--- src/rtl/ph_table_ctrl_if.sv ---
// ph_table_ctrl_if: request/response bundle between the router ports and the
// pheromone table controller.
//   master : drives i_req, i_op, i_dest, i_avail; observes the o_* results
//   slave  : the table controller side
// Port j of every [0:N-1] vector is router port j (0 = local).
interface ph_table_ctrl_if #(
  parameter int N     = 5,
  parameter int NODES = 16,
  parameter int PH_W  = 8
);
  localparam int DW = (NODES > 1) ? $clog2(NODES) : 1;
  localparam int PW = (N > 1) ? $clog2(N) : 1;

  logic [0:N-1]                 i_req;
  logic [0:N-1]                 i_op;
  logic [0:N-1][DW-1:0]         i_dest;
  logic [0:N-1][0:N-2]          i_avail;
  logic [0:N-1]                 o_ack;
  logic [0:N-2][PH_W-1:0]       o_ph_values;
  logic [PW-1:0]                o_best_port;
  logic                         o_best_valid;
  logic                         o_busy;

  modport master (
    output i_req, i_op, i_dest, i_avail,
    input  o_ack, o_ph_values, o_best_port, o_best_valid, o_busy
  );

  modport slave (
    input  i_req, i_op, i_dest, i_avail,
    output o_ack, o_ph_values, o_best_port, o_best_valid, o_busy
  );
endinterface

--- src/rtl/ph_table_ctrl.sv ---
// ph_table_ctrl: owns the per-router pheromone table (NODES rows x N-1
// columns) and serialises LOOKUP / UPDATE accesses from the N router ports
// with round-robin arbitration, one operation at a time.
// Column j of a row belongs to router port j+1.
//
// Ports:
//   clk    : clock
//   reset  : asynchronous, active-high reset (clears the table to PH_MIN)
//   bus    : ph_table_ctrl_if.slave (requests in, ack/results/busy out)
//
// Build option: define PH_EVAP_EN to add the periodic evaporation sweep
// (free-running timer, evap_pending flag and EVAP state). Without it the
// table only changes through UPDATE and EVAP_PERIOD has no effect.
//
// state | meaning
// ------+-----------------------------------------------------------------
// IDLE  | waiting; evaporation first, else grant next requester (RR)
// EXEC  | one cycle: perform latched op, register results, ack next cycle
// EVAP  | sweep one row per cycle, decrementing every entry (PH_EVAP_EN)
module ph_table_ctrl #(
  parameter int N           = 5,
  parameter int NODES       = 16,
  parameter int PH_W        = 8,
  parameter int PH_MIN      = 0,
  parameter int PH_MAX      = 255,
  parameter int EVAP_PERIOD = 1024
) (
  input  logic          clk,
  input  logic          reset,
  ph_table_ctrl_if.slave bus
);
  localparam int DW = (NODES > 1) ? $clog2(NODES) : 1;
  localparam int PW = (N > 1) ? $clog2(N) : 1;
  localparam int C  = N - 1;
  localparam logic [PH_W-1:0] MIN_V = PH_W'(PH_MIN);
  localparam logic [PH_W-1:0] MAX_V = PH_W'(PH_MAX);

`ifdef PH_EVAP_EN
  typedef enum logic [1:0] {S_IDLE, S_EXEC, S_EVAP} state_t;
  localparam int TW = (EVAP_PERIOD > 1) ? $clog2(EVAP_PERIOD) : 1;
  logic [TW-1:0] timer_q;
  logic          evap_pending_q;
  logic [DW-1:0] row_q;
`else
  typedef enum logic [1:0] {S_IDLE, S_EXEC} state_t;
`endif

  state_t state_q, state_d;

  logic [PH_W-1:0]         tbl_q [NODES][C];
  logic [PW-1:0]           rr_q, win_q, gnt_idx, rr_nxt, cand;
  logic                    gnt_found, grant, op_q;
  logic [DW-1:0]           dest_q, row_sel;
  logic [0:C-1]            avail_q;
  logic                    in_range;
  logic [C-1:0]            arr;
  logic [PH_W-1:0]         cur_row [C];
  logic [PH_W-1:0]         upd_row [C];
  logic [PH_W-1:0]         best_val;
  logic                    best_found;
  logic [PW-1:0]           best_port;
  logic [0:N-1]            ack_q, ack_d;
  logic [0:C-1][PH_W-1:0]  ph_q;
  logic [PW-1:0]           best_port_q;
  logic                    best_valid_q;

  // Round-robin search starting at the pointer, wrapping modulo N.
  always_comb begin
    gnt_found = 1'b0;
    gnt_idx   = '0;
    cand      = '0;
    for (int k = 0; k < N; k++) begin
      cand = PW'((int'(rr_q) + k) % N);
      if (!gnt_found && bus.i_req[cand]) begin
        gnt_found = 1'b1;
        gnt_idx   = cand;
      end
    end
  end

  assign rr_nxt = (int'(gnt_idx) == N - 1) ? '0 : gnt_idx + PW'(1);

  always_comb begin
    state_d = state_q;
    grant   = 1'b0;
    case (state_q)
      S_IDLE: begin
`ifdef PH_EVAP_EN
        if (evap_pending_q) state_d = S_EVAP;
        else
`endif
        if (gnt_found) begin
          grant   = 1'b1;
          state_d = S_EXEC;
        end
      end
      S_EXEC: state_d = S_IDLE;
`ifdef PH_EVAP_EN
      S_EVAP: if (row_q == DW'(NODES - 1)) state_d = S_IDLE;
`endif
      default: state_d = S_IDLE;
    endcase
  end

  // Operation datapath for the latched request. Out-of-range rows read row 0
  // but are never written and their results are forced to zero.
  assign in_range = (int'(dest_q) < NODES);
  assign row_sel  = in_range ? dest_q : '0;

  always_comb begin
    best_found = 1'b0;
    best_val   = '0;
    best_port  = '0;
    arr        = '0;
    for (int j = 0; j < C; j++) begin
      // Column j is the arrival port's own column; local port 0 has none.
      arr[j]     = (win_q != '0) && (PW'(j + 1) == win_q);
      cur_row[j] = tbl_q[row_sel][j];
      if (arr[j])
        upd_row[j] = (cur_row[j] >= MAX_V) ? MAX_V : cur_row[j] + PH_W'(1);
      else
        upd_row[j] = (cur_row[j] <= MIN_V) ? MIN_V : cur_row[j] - PH_W'(1);
      // Strict '>' keeps the lowest column on ties.
      if (avail_q[j] && !arr[j] && (!best_found || cur_row[j] > best_val)) begin
        best_found = 1'b1;
        best_val   = cur_row[j];
        best_port  = PW'(j + 1);
      end
    end
  end

  always_comb begin
    ack_d = '0;
    if (state_q == S_EXEC) ack_d[win_q] = 1'b1;
  end

  always_ff @(posedge clk or posedge reset) begin
    if (reset) begin
      for (int r = 0; r < NODES; r++)
        for (int j = 0; j < C; j++)
          tbl_q[r][j] <= MIN_V;
    end else if (state_q == S_EXEC && op_q && in_range) begin
      for (int j = 0; j < C; j++)
        tbl_q[row_sel][j] <= upd_row[j];
    end
`ifdef PH_EVAP_EN
    else if (state_q == S_EVAP) begin
      for (int j = 0; j < C; j++)
        tbl_q[row_q][j] <= (tbl_q[row_q][j] <= MIN_V) ? MIN_V
                                                       : tbl_q[row_q][j] - PH_W'(1);
    end
`endif
  end

  always_ff @(posedge clk or posedge reset) begin
    if (reset) begin
      state_q      <= S_IDLE;
      rr_q         <= '0;
      win_q        <= '0;
      op_q         <= 1'b0;
      dest_q       <= '0;
      avail_q      <= '0;
      ack_q        <= '0;
      ph_q         <= '0;
      best_port_q  <= '0;
      best_valid_q <= 1'b0;
    end else begin
      state_q <= state_d;
      ack_q   <= ack_d;
      if (grant) begin
        win_q   <= gnt_idx;
        op_q    <= bus.i_op[gnt_idx];
        dest_q  <= bus.i_dest[gnt_idx];
        avail_q <= bus.i_avail[gnt_idx];
        rr_q    <= rr_nxt;
      end
      if (state_q == S_EXEC) begin
        if (!in_range) begin
          ph_q         <= '0;
          best_port_q  <= '0;
          best_valid_q <= 1'b0;
        end else if (op_q) begin
          for (int j = 0; j < C; j++) ph_q[j] <= upd_row[j];
          best_port_q  <= '0;
          best_valid_q <= 1'b0;
        end else begin
          for (int j = 0; j < C; j++) ph_q[j] <= cur_row[j];
          best_port_q  <= best_port;
          best_valid_q <= best_found;
        end
      end
    end
  end

`ifdef PH_EVAP_EN
  // Timer expiry wins over the clear, so an expiry is never lost.
  always_ff @(posedge clk or posedge reset) begin
    if (reset) begin
      timer_q        <= '0;
      evap_pending_q <= 1'b0;
      row_q          <= '0;
    end else begin
      if (timer_q == TW'(EVAP_PERIOD - 1)) begin
        timer_q        <= '0;
        evap_pending_q <= 1'b1;
      end else begin
        timer_q <= timer_q + TW'(1);
        if (state_q == S_IDLE && evap_pending_q) evap_pending_q <= 1'b0;
      end
      if (state_q == S_IDLE && evap_pending_q) row_q <= '0;
      else if (state_q == S_EVAP)              row_q <= row_q + DW'(1);
    end
  end
`endif

  assign bus.o_ack        = ack_q;
  assign bus.o_ph_values  = ph_q;
  assign bus.o_best_port  = best_port_q;
  assign bus.o_best_valid = best_valid_q;
  assign bus.o_busy       = (state_q != S_IDLE);
endmodule

--- src/flat_wrapper.sv ---
// flat-port wrapper written by rule: the top's interface ports become plain ports
module ph_table_ctrl_flat 
#(
  parameter int N           = 5,
  parameter int NODES       = 16,
  parameter int PH_W        = 8,
  parameter int PH_MIN      = 0,
  parameter int PH_MAX      = 255,
  parameter int EVAP_PERIOD = 1024
)
  (clk, reset, bus_i_req, bus_i_op, bus_i_dest, bus_i_avail, bus_o_ack, bus_o_ph_values, bus_o_best_port, bus_o_best_valid, bus_o_busy);
  ph_table_ctrl_if #(.N(N), .NODES(NODES), .PH_W(PH_W)) bus_i ();
  input  logic clk;
  input  logic reset;
  input wire logic [$bits(bus_i.i_req)-1:0] bus_i_req;
  input wire logic [$bits(bus_i.i_op)-1:0] bus_i_op;
  input wire logic [$bits(bus_i.i_dest)-1:0] bus_i_dest;
  input wire logic [$bits(bus_i.i_avail)-1:0] bus_i_avail;
  output wire logic [$bits(bus_i.o_ack)-1:0] bus_o_ack;
  output wire logic [$bits(bus_i.o_ph_values)-1:0] bus_o_ph_values;
  output wire logic [$bits(bus_i.o_best_port)-1:0] bus_o_best_port;
  output wire logic [$bits(bus_i.o_best_valid)-1:0] bus_o_best_valid;
  output wire logic [$bits(bus_i.o_busy)-1:0] bus_o_busy;
  assign bus_i.i_req = bus_i_req;
  assign bus_i.i_op = bus_i_op;
  assign bus_i.i_dest = bus_i_dest;
  assign bus_i.i_avail = bus_i_avail;
  assign bus_o_ack = bus_i.o_ack;
  assign bus_o_ph_values = bus_i.o_ph_values;
  assign bus_o_best_port = bus_i.o_best_port;
  assign bus_o_best_valid = bus_i.o_best_valid;
  assign bus_o_busy = bus_i.o_busy;
  ph_table_ctrl #(.N(N), .NODES(NODES), .PH_W(PH_W), .PH_MIN(PH_MIN), .PH_MAX(PH_MAX), .EVAP_PERIOD(EVAP_PERIOD)) u_core (.clk(clk), .reset(reset), .bus(bus_i));
endmodule
--- config.mk ---
export PLATFORM = sky130hd
export DESIGN_NAME = ph_table_ctrl_flat
export DESIGN_NICKNAME = d
export VERILOG_FILES = /design/src/rtl/ph_table_ctrl_if.sv /design/src/rtl/ph_table_ctrl.sv /design/src/flat_wrapper.sv
export SDC_FILE = /design/constraint.sdc
export NUM_CORES = 2
export LEC_CHECK = 0
export ABC_AREA = 1
export CORE_ASPECT_RATIO = 1.25
export CORE_MARGIN = 5
export CORE_UTILIZATION = 45
export CTS_BUF_LIST = sky130_fd_sc_hd__clkbuf_4 sky130_fd_sc_hd__clkbuf_8 sky130_fd_sc_hd__clkbuf_16
export DETAILED_ROUTE_END_ITERATION = 8
export PLACE_DENSITY = 0.61
export SLEW_MARGIN = 15
export SYNTH_ARGS = -nofsm -noshare
export SYNTH_HDL_FRONTEND = slang
export SYNTH_SLANG_ARGS = --single-unit
--- constraint.sdc ---
create_clock -name clk -period 21.3 [get_ports clk]
set_input_delay 4.26 -clock clk [delete_from_list [all_inputs] [get_ports clk]]
set_output_delay 4.26 -clock clk [all_outputs]
set_load 0.05 [all_outputs]
==> results_dict.tcl <==
set metrics [dict create \
    run_status "completed" \
    synth_instances 3499 \
    grt_antenna_before_repair 0 \
    via_count_of_the_first_global_routing_pass 24000 \
    cts.clk_slew.worst_paths_ps 70 \
    cts.hold.buffers_added 0 \
    timing_worst_slew_pin_value_ps 1210 \
    async_reset_ff_frac 1.00 \
    cts.repair_timing.setup_buffer_count 0 \
    h-tree-depth 2 \
    cts.sinks 569 \
    critical_path_required_ps 21810 \
    route.detailed.drc 0 \
    synth_xor_area_frac 0.0103 \
    cts.root.buffer_cell "sky130_fd_sc_hd__clkbuf_16" \
    final.fill_count 6134 \
    final_report_hold_violation_count 0 \
    pre_cts_ws_ps 13050 \
    synth_enable_flop_cells 0 \
    report.final.slew_viol_count 0 \
    crit_path_max_incr_delay_ps 730 \
    startpoint_type "register" \
    fp.dieH_um 294 \
    place.gp.congestion 0.903 \
    worst-path-max-fanout 81 \
    global_route.overflow_total 0 \
    multi_input_area_um2 12400 \
    detail_route.wirelength_um 93400 \
    design.core.area_um2 64200 \
    post_route_insts_no_fill 4388 \
    floorplan.die_area_um2 69600 \
    dp.cells 4282 \
    grt_max_degree 126 \
    synth_area_um2 29000 \
    min-delay-path-class "reg -> reg" \
    insertion_delay_ps 630 \
    slew_headroom 0.190 \
    grt.total_usage 0.264 \
    timing.final.crit_share 0.396 \
    finalClockSkew_ps 20.8 \
    post_synth_num_cell_types 55 \
    number_of_nets_in_the_finished_design 3604 \
    tritoncts "yes" \
    arrival_ps 8940 \
    synth.net_count 3610 \
    ant_diodes 0 \
    synth_simple_gate_area_frac 0.186 \
    muxShareOfSynthArea 0.00622 \
    post_drt_via_cell_ratio 5.58 \
    synth_warnings 0 \
    synth.ff_latch_count 569 \
    crit_path_end_kind "register" \
    final_period_minus_worst_setup_slack_ps 8430 \
    wl_per_cell_um 21.3 \
    fin_ws_ps 12870 \
    chipWidth_um 237 \
    critPathKind "reg -> reg" \
    dr.first_iter.drc_count 2329 \
    num_io_pins 94 \
    ant_nets 0 \
    yosys.area_share.adder 0.0255 \
    max-cap-violations 0 \
    dp_hpwl_um 59000 \
    post_route_setup_tns_ps 0 \
    cts_repair_resize_count 0 \
    post_synth_main_area_contributors "sky130_fd_sc_hd__dfrtp_1, sky130_fd_sc_hd__nand2_1, sky130_fd_sc_hd__o21ai_0" \
    seqCellArea_um2 14200 \
    cts-buffers-inserted 57 \
    initial_utilization 0.452 \
    synth_flop_cell "sky130_fd_sc_hd__dfrtp_1" \
    synth.largest_area_cell "sky130_fd_sc_hd__dfrtp_1" \
    drt_pre_antenna_iters 6 \
    fraction_of_final_layout_cells_sized_beyond_drive_strength_1 0.0768 \
    io_buffers 93 \
    placement_rows 104 \
    unrepaired_setup_endpoints_after_global_routing "false" \
    grt_first_pass_wirelength_um 144000 \
    synth.yosys.seq_area_share 0.492 \
    syn_avg_cell_area_um2 8.28 \
    synth_top_family_by_area "compound AO/OA/AOI/OAI gates" \
    timing.fmax_ghz 0.119 \
    number_of_setup_violations_in_the_final_report 0 \
    compound_gate_fraction_of_synth_area 0.199 \
    cts_buffer_depth 3 \
    synthToLayoutAreaGrowth_pct 11.6 \
    timing.critical_path.slowest_stage_cell "sky130_fd_sc_hd__nand2_2" \
    synth_top_cell_area_share 0.492 \
    via_count 24500 \
]
-- layout by cell type (no fill, tap or decap), types with 13 or more instances in the layout --
| cell type | count |
|---|---|
| sky130_fd_sc_hd__nand2_1 | 947 |
| sky130_fd_sc_hd__dfrtp_1 | 569 |
| sky130_fd_sc_hd__o21ai_0 | 330 |
| sky130_fd_sc_hd__inv_1 | 322 |
| sky130_fd_sc_hd__o21ai_1 | 158 |
| sky130_fd_sc_hd__a22oi_1 | 148 |
| sky130_fd_sc_hd__a21oi_1 | 127 |
| sky130_fd_sc_hd__nor2_1 | 125 |
| sky130_fd_sc_hd__nand3_1 | 112 |
| sky130_fd_sc_hd__clkdlybuf4s50_1 | 93 |
| sky130_fd_sc_hd__o22ai_1 | 65 |
| sky130_fd_sc_hd__ha_1 | 59 |
| sky130_fd_sc_hd__clkbuf_16 | 58 |
| sky130_fd_sc_hd__buf_4 | 54 |
| sky130_fd_sc_hd__o221ai_1 | 37 |
| sky130_fd_sc_hd__xor2_1 | 30 |
| sky130_fd_sc_hd__nand4_1 | 27 |
| sky130_fd_sc_hd__o21a_1 | 25 |
| sky130_fd_sc_hd__inv_2 | 23 |
| sky130_fd_sc_hd__mux2i_1 | 18 |
| sky130_fd_sc_hd__clkbuf_8 | 17 |
| sky130_fd_sc_hd__a21o_1 | 15 |
| sky130_fd_sc_hd__a22o_1 | 15 |
| sky130_fd_sc_hd__clkinv_2 | 14 |
| sky130_fd_sc_hd__clkbuf_4 | 14 |
| sky130_fd_sc_hd__o21ai_2 | 13 |
-- cell usage after synthesis (all sizes together) (15+ instances only) --
| master | count |
|---|---|
| a22oi | 150 |
| o22ai | 66 |
| ha | 59 |
| o21a | 25 |
| xor2 | 30 |
| o21ai | 502 |
| nand3 | 117 |
| clkbuf | 117 |
| o221ai | 37 |
| inv | 349 |
| a22o | 15 |
| buf | 95 |
| nor2 | 143 |
| a21oi | 132 |
| mux2i | 18 |
| a21o | 15 |
| nand2 | 956 |
| nand4 | 40 |
| dfrtp | 569 |
-- cell families (layout without fill, tap and decap cells) --
group           Yosys count  after routing
flops                   569            569
fa+ha+maj                59             59
compound gates          963            963
mux                      18             18
simple gates           1285           1285
buf+inv                 571            612
xor+xnor                 34             34
-- area by class of cell --
type,count,share of cell area
multi-input cells,2359,0.383
inverters,359,0.0420
flip-flops and latches,569,0.440
well taps,848,0.0328
repair buffers,147,0.0413
clock buffers,89,0.0554
clock inverters,17,0.00515
-- metrics by stage --
stage | instance area, um2 | hold slack (ps) | util
after global routing | 32300 | 497 | 0.504
final | 32300 | 483 | 0.504
after detailed placement | 30400 | 467 | 0.474
after floorplan | 29000 | 450 | -
after global placement | 30400 | 464 | 0.474
after CTS | 32300 | 484 | 0.504
-- critical path: cells and delay by family, from the launching register on --
family	cells	cell delay [ps]
AND/OR/NAND/NOR	11	2710
AO/OA/AOI/OAI	16	2790
buffers and inverters	4	1370
flip-flops	1	480
adder cells (fa/ha/maj)	3	960
-- layer usage --
metal / routed length (um) / GRT usage
met5: 0 / 0
met4: 3500 / 0.0911
met3: 5170 / 0.0351
met2: 46500 / 0.460
met1: 38300 / 0.341
-- worst paths after layout --
kind	start	to	slack (ps)	depth (start not counted)
max	u_core.dest_q[1]	u_core.bus.o_best_port[1]	12870	34
min	u_core.tbl_q[222]	u_core.tbl_q[222]	480	2
max reg2reg	u_core.dest_q[1]	u_core.bus.o_best_port[1]	12870	34
min reg2reg	u_core.tbl_q[222]	u_core.tbl_q[222]	480	2
max in group asynchronous	reset	u_core.bus.o_ph_values[12]	14930	4
min in group asynchronous	reset	u_core.tbl_q[354]	4190	2
-- sequential cells by signal, summed over array words and instances, names as in the netlist --
name                     flops
u_core.tbl_q               512
u_core.state_q               1
u_core.dest_q                4
u_core.avail_q               4
u_core.bus.o_best_valid      1
u_core.bus.o_ack             5
u_core.op_q                  1
u_core.win_q                 3
u_core.bus.o_ph_values      32
u_core.rr_q                  3
u_core.bus.o_best_port       3
Power is left out: the tool's default activity adds up to more than one toggle a clock period on the data nets, which glitch-free logic cannot reach.
